<file path="src/rtl/rv32_mem_pkg.sv">
// rv32_mem_pkg: size codes, FSM states and access-legality helpers for the data memory LSU
package rv32_mem_pkg;

    localparam logic [2:0] F3_B  = 3'b000;
    localparam logic [2:0] F3_H  = 3'b001;
    localparam logic [2:0] F3_W  = 3'b010;
    localparam logic [2:0] F3_BU = 3'b100;
    localparam logic [2:0] F3_HU = 3'b101;

    typedef enum logic [1:0] {ST_IDLE, ST_WAIT, ST_RESP} state_t;

    // funct3[1:0] carries the access size for every legal code
    function automatic logic is_misaligned(input logic [2:0] funct3, input logic [1:0] addr_lo);
        return (funct3[1:0] == 2'b01 && addr_lo[0]) || (funct3[1:0] == 2'b10 && addr_lo != 2'b00);
    endfunction

    function automatic logic is_legal(input logic [2:0] funct3, input logic we);
        return we ? (funct3 == F3_B || funct3 == F3_H || funct3 == F3_W)
                  : (funct3 == F3_B || funct3 == F3_H || funct3 == F3_W || funct3 == F3_BU || funct3 == F3_HU);
    endfunction

endpackage

</file>
<file path="src/rtl/mem_lane_align.sv">
// mem_lane_align: byte-lane store merge and sign/zero-extending load extraction
//   i_funct3      : RV32I size code
//   i_addr_lo     : byte offset within the word
//   i_wdata       : right-aligned store data
//   i_old_word    : current array word
//   o_merged_word : old word with the store lanes replaced
//   o_load_result : extracted and extended load value
module mem_lane_align
    import rv32_mem_pkg::*;
(
    input  logic [2:0]  i_funct3,
    input  logic [1:0]  i_addr_lo,
    input  logic [31:0] i_wdata,
    input  logic [31:0] i_old_word,
    output logic [31:0] o_merged_word,
    output logic [31:0] o_load_result
);

    logic [7:0]  w_byte;
    logic [15:0] w_half;

    assign w_byte = i_old_word[{i_addr_lo, 3'b000} +: 8];
    assign w_half = i_old_word[{i_addr_lo[1], 4'b0000} +: 16];

    always_comb begin
        o_merged_word = i_old_word;
        if (i_funct3[1:0] == 2'b00)
            o_merged_word[{i_addr_lo, 3'b000} +: 8] = i_wdata[7:0];
        else if (i_funct3[1:0] == 2'b01)
            o_merged_word[{i_addr_lo[1], 4'b0000} +: 16] = i_wdata[15:0];
        else
            o_merged_word = i_wdata;
    end

    assign o_load_result = (i_funct3 == F3_B)  ? {{24{w_byte[7]}}, w_byte} :
                           (i_funct3 == F3_H)  ? {{16{w_half[15]}}, w_half} :
                           (i_funct3 == F3_BU) ? {24'b0, w_byte} :
                           (i_funct3 == F3_HU) ? {16'b0, w_half} : i_old_word;

endmodule

</file>
<file path="src/rtl/data_mem_lsu.sv">
// data_mem_lsu: parametrised RV32I data memory with load/store unit and wait states
//   i_clk, i_rst_n : clock, async active-low reset
//   i_req, i_we    : access request (sampled in IDLE), 1 = store
//   i_funct3       : size code, i_addr byte address, i_wdata store data
//   o_busy         : not IDLE
//   o_done, o_err  : completion pulse and error flag
//   o_rdata        : extended load result, held until next done
module data_mem_lsu
    import rv32_mem_pkg::*;
#(
    parameter int DEPTH       = 64,
    parameter int WAIT_STATES = 0
)
(
    input  logic        i_clk,
    input  logic        i_rst_n,
    input  logic        i_req,
    input  logic        i_we,
    input  logic [2:0]  i_funct3,
    input  logic [31:0] i_addr,
    input  logic [31:0] i_wdata,
    output logic        o_busy,
    output logic        o_done,
    output logic        o_err,
    output logic [31:0] o_rdata
);

    localparam int AW = $clog2(DEPTH);

    state_t      r_state;
    logic        r_we;
    logic [2:0]  r_funct3;
    logic [AW+1:0] r_addr;
    logic [31:0] r_wdata;
    logic [3:0]  r_cnt;
    logic        r_done;
    logic        r_err;
    logic [31:0] r_rdata;
    logic [31:0] r_mem [DEPTH-1:0];

    logic        w_idle;
    logic        w_we;
    logic [2:0]  w_funct3;
    logic [AW+1:0] w_addr;
    logic [31:0] w_old;
    logic [31:0] w_merged;
    logic [31:0] w_load;
    logic        w_bad;
    logic        w_go_resp;
    logic        w_unused;

    // In IDLE the live inputs describe the access; afterwards the latched copy does
    assign w_idle   = r_state == ST_IDLE;
    assign w_we     = w_idle ? i_we : r_we;
    assign w_funct3 = w_idle ? i_funct3 : r_funct3;
    assign w_addr   = w_idle ? i_addr[AW+1:0] : r_addr;
    assign w_old    = r_mem[w_addr[AW+1:2]];
    assign w_bad    = is_misaligned(w_funct3, w_addr[1:0]) || !is_legal(w_funct3, w_we);
    assign w_unused = ^i_addr[31:AW+2];

    // done/err/rdata are registered on the edge that enters RESP
    assign w_go_resp = (w_idle && i_req && (w_bad || WAIT_STATES == 0)) ||
                       (r_state == ST_WAIT && r_cnt == 4'd0);

    mem_lane_align u_align (
        .i_funct3      (w_funct3),
        .i_addr_lo     (w_addr[1:0]),
        .i_wdata       (r_wdata),
        .i_old_word    (w_old),
        .o_merged_word (w_merged),
        .o_load_result (w_load)
    );

    always_ff @(posedge i_clk or negedge i_rst_n) begin
        if (!i_rst_n) begin
            r_state  <= ST_IDLE;
            r_we     <= 1'b0;
            r_funct3 <= 3'b0;
            r_addr   <= '0;
            r_wdata  <= '0;
            r_cnt    <= 4'd0;
            r_done   <= 1'b0;
            r_err    <= 1'b0;
            r_rdata  <= '0;
        end else begin
            r_done <= w_go_resp;
            r_err  <= w_go_resp && w_bad;
            if (w_go_resp)
                r_rdata <= w_bad ? '0 : (w_we ? r_rdata : w_load);
            case (r_state)
                ST_IDLE: if (i_req) begin
                    r_we     <= i_we;
                    r_funct3 <= i_funct3;
                    r_addr   <= i_addr[AW+1:0];
                    r_wdata  <= i_wdata;
                    r_cnt    <= 4'(WAIT_STATES - 1);
                    r_state  <= w_go_resp ? ST_RESP : ST_WAIT;
                end
                ST_WAIT: begin
                    if (r_cnt == 4'd0)
                        r_state <= ST_RESP;
                    else
                        r_cnt <= r_cnt - 4'd1;
                end
                default: r_state <= ST_IDLE;
            endcase
        end
    end

    // Reset forces IDLE asynchronously, so a store pending in RESP never commits
    always_ff @(posedge i_clk) begin
        if (r_state == ST_RESP && r_we && !r_err)
            r_mem[r_addr[AW+1:2]] <= w_merged;
    end

    assign o_busy  = !w_idle;
    assign o_done  = r_done;
    assign o_err   = r_err;
    assign o_rdata = r_rdata;

endmodule

</file>
<file path="config.mk">
export PLATFORM = sky130hd
export DESIGN_NAME = data_mem_lsu
export DESIGN_NICKNAME = d
export VERILOG_FILES = /design/src/rtl/rv32_mem_pkg.sv /design/src/rtl/mem_lane_align.sv /design/src/rtl/data_mem_lsu.sv
export SDC_FILE = /design/constraint.sdc
export NUM_CORES = 2
export LEC_CHECK = 0
export CORE_UTILIZATION = 57
export CTS_CLUSTER_SIZE = 40
export DETAILED_ROUTE_END_ITERATION = 10
export PLACE_DENSITY = 0.78
export SLEW_MARGIN = 40
export SYNTH_ARGS = -nofsm -noshare
export SYNTH_HDL_FRONTEND = slang
export SYNTH_HIERARCHICAL = 1
export SYNTH_SLANG_ARGS = --single-unit
</file>
<file path="constraint.sdc">
create_clock -name i_clk -period 7.2 [get_ports i_clk]
set_clock_uncertainty 0.2 [all_clocks]
set_input_delay 1.44 -clock i_clk [delete_from_list [all_inputs] [get_ports i_clk]]
set_output_delay 1.44 -clock i_clk [all_outputs]
set_load 0.02 [all_outputs]
</file>
After elaboration in Yosys (flattened, before gate mapping):

Memories as Yosys holds them, arrays and structs flattened.
Index checks and enable logic that the tools add are counted.

* flip-flop bits (word level): 84
* RAM bits: 2048
* bits of input ports: 71
* output and inout port bits: 35
* memories kept: 1

* $add $sub $neg: 3
* eq/ne operators: 12
* shifts and indexed selects: 6
* multiplexer cells: 23
* reduce and logical (&&, ||, !) cells: 27

Memories
* r_mem: words 64, bits a word 32, read ports 1, clocked after Yosys merged registers in 0, wr ports 1, RTL line data_mem_lsu.sv:39 `logic [31:0] r_mem [DEPTH-1:0];`

Operators with widths (count)
* $mux W32: 8
* $bwmux W32: 2
* $shift A16 B7 Y32 const A: 1
* $shift A8 B7 Y32 const A: 1
* $shiftx A16 B7 Y32: 1
* $shiftx A32 B6 Y16: 1
* $shiftx A32 B6 Y8: 1
* $shiftx A8 B7 Y32: 1
* $neg A5 Y7: 2
* $mux W4: 2
* $mux W8: 1
* $pmux W4 S2: 1
* $logic_and A1 B1 Y1: 7
* $logic_or A1 B1 Y1: 7
* $eq A3 B3 Y1 const B: 2
* $mux W2: 3
* $reduce_and A2 Y1: 3
* $eq A2 B1 Y1 const B: 2
* $eq A2 B2 Y1 const B: 2
* $logic_not A2 Y1: 2
* $logic_not A4 Y1: 1
* $mux W1: 4
* $ne A2 B1 Y1 const B: 2
* $ne A2 B2 Y1 const B: 2
* 9 further kinds: 12

Longest topological paths before layout:

* word-level depth: 12
* mapped depth: 18
* depth with buffers taken out: 11

By module:

Netlist, hierarchy kept.

Modules (own cells, without submodules)
* data_mem_lsu: instances 1, cells each 4815, area each 84837.6 um^2
* mem_lane_align: instances 1, cells each 282, area each 1966.9 um^2

Least setup slack after synthesis:

Ideal clock, no wire load.

* kind: input to register
* start: input i_addr[2]
* end: memory r_mem[0][21] (data pin)
* arrival time: 6445 ps
* slack: -198 ps
* cell stages on the path: 13
* cells stage by stage: clkbuf_1 > or3b_2 > nand2_1 > buf_2 > buf_2 > buf_2 > buf_1 > nand2_1 > a32oi_1 > a31oi_1 > nand3_1 > mux2i_1 > a222oi_1

* cells in the longest elaborated chain, start to end: 5

Ends and longest elaborated chain
* start: declaration: RTL line data_mem_lsu.sv:20 `input logic [31:0] i_addr,`
* $mux W8 *: RTL line data_mem_lsu.sv:56 `assign w_addr = w_idle ? i_addr[AW+1:0] : r_addr;`
* $mem_v2 Z64 W32 *
* named net w_old[21]: RTL line data_mem_lsu.sv:45 `logic [31:0] w_old;`
* $bwmux W32: RTL line mem_lane_align.sv:30 `o_merged_word[{i_addr_lo[1], 4'b0000} +: 16] = i_wdata[15:0];`
* $mux W32: RTL line mem_lane_align.sv:29 `else if (i_funct3[1:0] == 2'b01)`
* $mux W32 *: RTL line mem_lane_align.sv:27 `if (i_funct3[1:0] == 2'b00)`
* named net w_merged[21]: RTL line data_mem_lsu.sv:46 `logic [31:0] w_merged;`
* end: declaration: RTL line data_mem_lsu.sv:39

Mark *: on every way through the listed nets, which the timed path passes. The rest lies on a longest branch.

Worst setup path after layout:

* start: register r_state[0]
* end: register r_rdata[3], in the netlist o_rdata[3]

RTL lines
* start: declaration: RTL line data_mem_lsu.sv:30 `state_t r_state;`
* start signal: assignment: RTL line data_mem_lsu.sv:97 `r_state <= w_go_resp ? ST_RESP : ST_WAIT;`
* $logic_not A2 Y1 *: RTL line data_mem_lsu.sv:53 `assign w_idle = r_state == ST_IDLE;`
* $mux W8 *: RTL line data_mem_lsu.sv:56
* $mem_v2 Z64 W32 *
* named net w_old[27]: RTL line data_mem_lsu.sv:45
* $shiftx A32 B6 Y8 *: RTL line mem_lane_align.sv:22 `assign w_byte = i_old_word[{i_addr_lo, 3'b000} +: 8];`
* $mux W32: RTL line mem_lane_align.sv:37 `(i_funct3 == F3_BU) ? {24'b0, w_byte} :`
* $mux W32: RTL line mem_lane_align.sv:36 `(i_funct3 == F3_H) ? {{16{w_half[15]}}, w_half} :`
* $mux W32 *: RTL line mem_lane_align.sv:35 `assign o_load_result = (i_funct3 == F3_B) ? {{24{w_byte[7]}}, w_byte} :`
* named net w_load[3]: RTL line data_mem_lsu.sv:47 `logic [31:0] w_load;`
* $mux W32 * (2 in a row): RTL line data_mem_lsu.sv:89 `r_rdata <= w_bad ? '0 : (w_we ? r_rdata : w_load);`
* end signal: assignment: RTL line data_mem_lsu.sv:89
* end: declaration: RTL line data_mem_lsu.sv:38 `logic [31:0] r_rdata;`

Mark *: on every way through the listed nets, which the timed path passes. The rest lies on a longest branch. The select of a mux whose other input is x is not followed.
A chain may end at the register's enable or synchronous reset.

==> impl_metrics.toml <==
[route]
firstDrtPassIters = 8
detail-route-antenna-nets = 0
drc = 0
num_vias = 53600
routed_wl_mm = 262
wl_per_cell_um = 35.1
first_iter_violations = 8492
vias_per_cell = 7.19

[critical_path]
end_kind = "flop"
crit_arrival_ns = 6.31
crit_fanout = 56
reg2reg_depth = 12
crit_start = "r_state[0]$_DFFE_PN0P_"
crit_type = "reg -> reg"
critical_path.reg2reg.endpoint = "o_rdata[3]$_DFFE_PN0P_"
cp-start-kind = "flop"
reg2reg_from = "r_state[0]$_DFFE_PN0P_"
cp.required_ns = 7.72
r2r_slack_ns = 1.41

[cts]
clk_pin_slew_ns = 0.06
post_cts_buffers = 0
cts_root_buf = "clkbuf_16"
ctsHtreeMaxLevel = 4
clockBufferDepth = 3
cts_sinks = 2132
worstSkewPairLatency_ns = 0.86
cts_tree = "built"
cts_resized = 0
numCtsBuffers = 199
cts_hold_buffers = 0

[timing]
period_minus_slack_ns = 5.79
setup_tns_ns = 0
worst_pin_slew_ns = 0.973
report.final.hold_viol_count = 0
setup_violations = 0
maxSlewViolCount = 0
period_share = 0.804
max_freq_mhz = 173
rsz0062_at_grt = "false"
maxSlewHeadroom = 0.351

[grt]
grt_pass1_vias = 52600
grt_pass1_wl_mm = 368
grt_max_degree = 111
overflow = 0
grt.total_usage = 0.340
grt_antenna_before_repair = 21

[place]
io_buffers = 81
place_inst = 7073
gp_congestion = 0.969
dp_hpwl_mm = 145

[floorplanning]
die_x_um = 392
core_sq_mm = 0.150
fp.dieH_um = 392
die_area_sq_mm = 0.154
placementRows = 142
num_io_pins = 106
start_util = 0.577

[yosys]
synth_nets = 5174
ys_warn_count = 6
synth_edf_count = 2048
yosys.area.top_type = "edfxtp_1"
ys_seq_area_frac = 0.733
syn_area_sq_mm = 0.0868
postSynthAreaPerCell_sq_um = 17.0
ys_ff_latch = 2132
ys_async_sr_fraction = 0.0394
synth.top_cell.area_share = 0.708
postSynthCellCount = 5097
netlist-cell-type-count = 68
synthFlopType = "edfxtp_1"
synth_area_leaders = "edfxtp_1 71%, mux4_2 6.7%, mux2i_1 5.3%, dfrtp_1 2.4%, nand2_1 1.9%"

[pwr]
internal_power_mw = 21.6
seq_power_share = 0.501
p_clk_frac = 0.363
irDropWorstVdd_uv = 315
p_per_area_mw_per_mm2 = 296
p_sw_frac = 0.258
p_leak_nw = 32.9
p_switching_mw = 7.52
p_comb_frac = 0.135

[final_layout]
layoutNonFillerInstCount = 7446
fill_cells = 9654
nets = 5338
syn2layout_area_growth_pct = 13.5
drive_gt1_frac = 0.175

[min_path]
hp-start = "r_wdata[23]$_DFFE_PN0P_"
min_path_type = "reg -> reg"
min_path_cells = 2
holdPathEnd = "r_wdata[23]$_DFFE_PN0P_"

[job]
maxCapViolations = 0

[outcome]
status = "completed"
==> placed cells by master (no fill, tap or decap), types with 51 or more instances in the layout <==
cell type and n:
edfxtp_1 2048, mux2i_1 457, nand2_1 420, mux4_2 257
clkbuf_16 205, buf_4 184, nor2_1 152, a22oi_1 117
and3_1 115, a211oi_1 107, a31oi_1 106, dfrtp_1 82
clkdlybuf4s50_1 79, o211ai_1 77, nor2_4 74, nand3_1 74
o32ai_1 64, nor4_1 56, clkinv_1 53, a22o_1 51
==> flip-flops by register name, indices dropped and copies added (netlist names) <==
name      cells
r_mem      2048
o_rdata      32
r_we          1
o_err         1
r_addr        8
r_state       2
o_done        1
r_funct3      3
r_cnt         4
r_wdata      32
==> synthesized netlist by cell type, types with 52 or more instances <==
master,count
buf_2,96
buf_1,57
a211oi_1,107
o211ai_1,77
nor2_1,224
mux4_2,257
dfrtp_1,84
a21oi_1,52
a22oi_1,117
nand3_1,77
nor4_1,56
and3_1,115
mux2i_1,458
edfxtp_1,2048
a22o_1,59
o32ai_1,64
clkbuf_1,190
a31oi_1,106
nand2_1,430
==> routing by layer <==
metal	global-route usage	share of wire
met5	0	0.00050
met4	0.184	0.060
met3	0.103	0.14
met2	0.519	0.46
met1	0.440	0.34
==> per-stage QoR <==
step | utilization | worst slack, ns | hold WS [ns] | total power [mW] | area, sq um
2_1_floorplan | - | 0.0114 | 0.242 | 17.0 | 86800
3_3_place_gp | 0.609 | 0.845 | 0.262 | 18.4 | 91600
3_5_place_dp | 0.611 | 0.918 | 0.264 | 18.6 | 92000
4_1_cts | 0.654 | 1.28 | 0.282 | 29.0 | 98400
5_1_grt | 0.654 | 1.39 | 0.312 | 29.7 | 98500
6_report | 0.655 | 1.41 | 0.285 | 29.1 | 98500
==> worst max path at each step <==
stage                              end  slack, ns  cells past startpoint
2_1_floorplan   r_mem[0][16]$_DFFE_PP_       0.01                     14
3_3_place_gp    r_mem[9][14]$_DFFE_PP_       0.85                     11
3_5_place_dp   o_rdata[24]$_DFFE_PN0P_       0.92                     14
4_1_cts         o_rdata[3]$_DFFE_PN0P_       1.28                     12
5_1_grt        o_rdata[24]$_DFFE_PN0P_       1.39                     15
6_report        o_rdata[3]$_DFFE_PN0P_       1.41                     12
==> logic make-up (layout without fill, tap and decap cells) <==
group,count (synthesis),after routing,share of synthesized area
muxes,736,736,0.122
and+or+nand+nor,1057,1057,0.0579
AOI/OAI and AO/OA,776,776,0.0670
buffers and inverters,388,716,0.0191
other,0,5,0
xor gates and xnor gates,2,2,0.000202
DFF,2132,2132,0.733
adders and majority gates,6,6,0.000865
==> power groups by stage <==
| stage | logic (mW) | registers [mW] | clock network [mW] |
|---|---|---|---|
| after global placement | 3.59 | 14.9 | 0 |
| after floorplan | 2.08 | 14.9 | 0 |
| after global routing | 4.05 | 14.6 | 11.0 |
| final | 3.94 | 14.6 | 10.6 |
| after CTS | 3.79 | 14.6 | 10.6 |
| after detailed placement | 3.74 | 14.9 | 0 |
==> critical path, cell delays in order (launching register included) <==
cell and delay [ns]:
dfrtp_1 0.78, nor2_4 0.20, inv_4 0.36, mux2i_4 0.32, buf_12 0.29, buf_12 0.35, mux4_2 0.37, a22oi_1 0.31
and4_1 0.57, nand3_1 0.58, mux2_2 0.48, a221o_1 0.47, a22o_1 0.25
==> area by class of cell <==
type / instances / area (sq um) / share of cell area
Sequential cell: 2132 / 63600 / 0.646
Multi-Input combinational cell: 2577 / 22500 / 0.228
Clock buffer: 247 / 5320 / 0.0540
Timing Repair Buffer: 323 / 3370 / 0.0342
Tap cell: 2016 / 2520 / 0.0256
Clock inverter: 118 / 1120 / 0.0114
Inverter: 28 / 108 / 0.00109
Antenna cell: 5 / 12.5 / 0.000127
No activity file was read; power rests on OpenSTA's default activity.
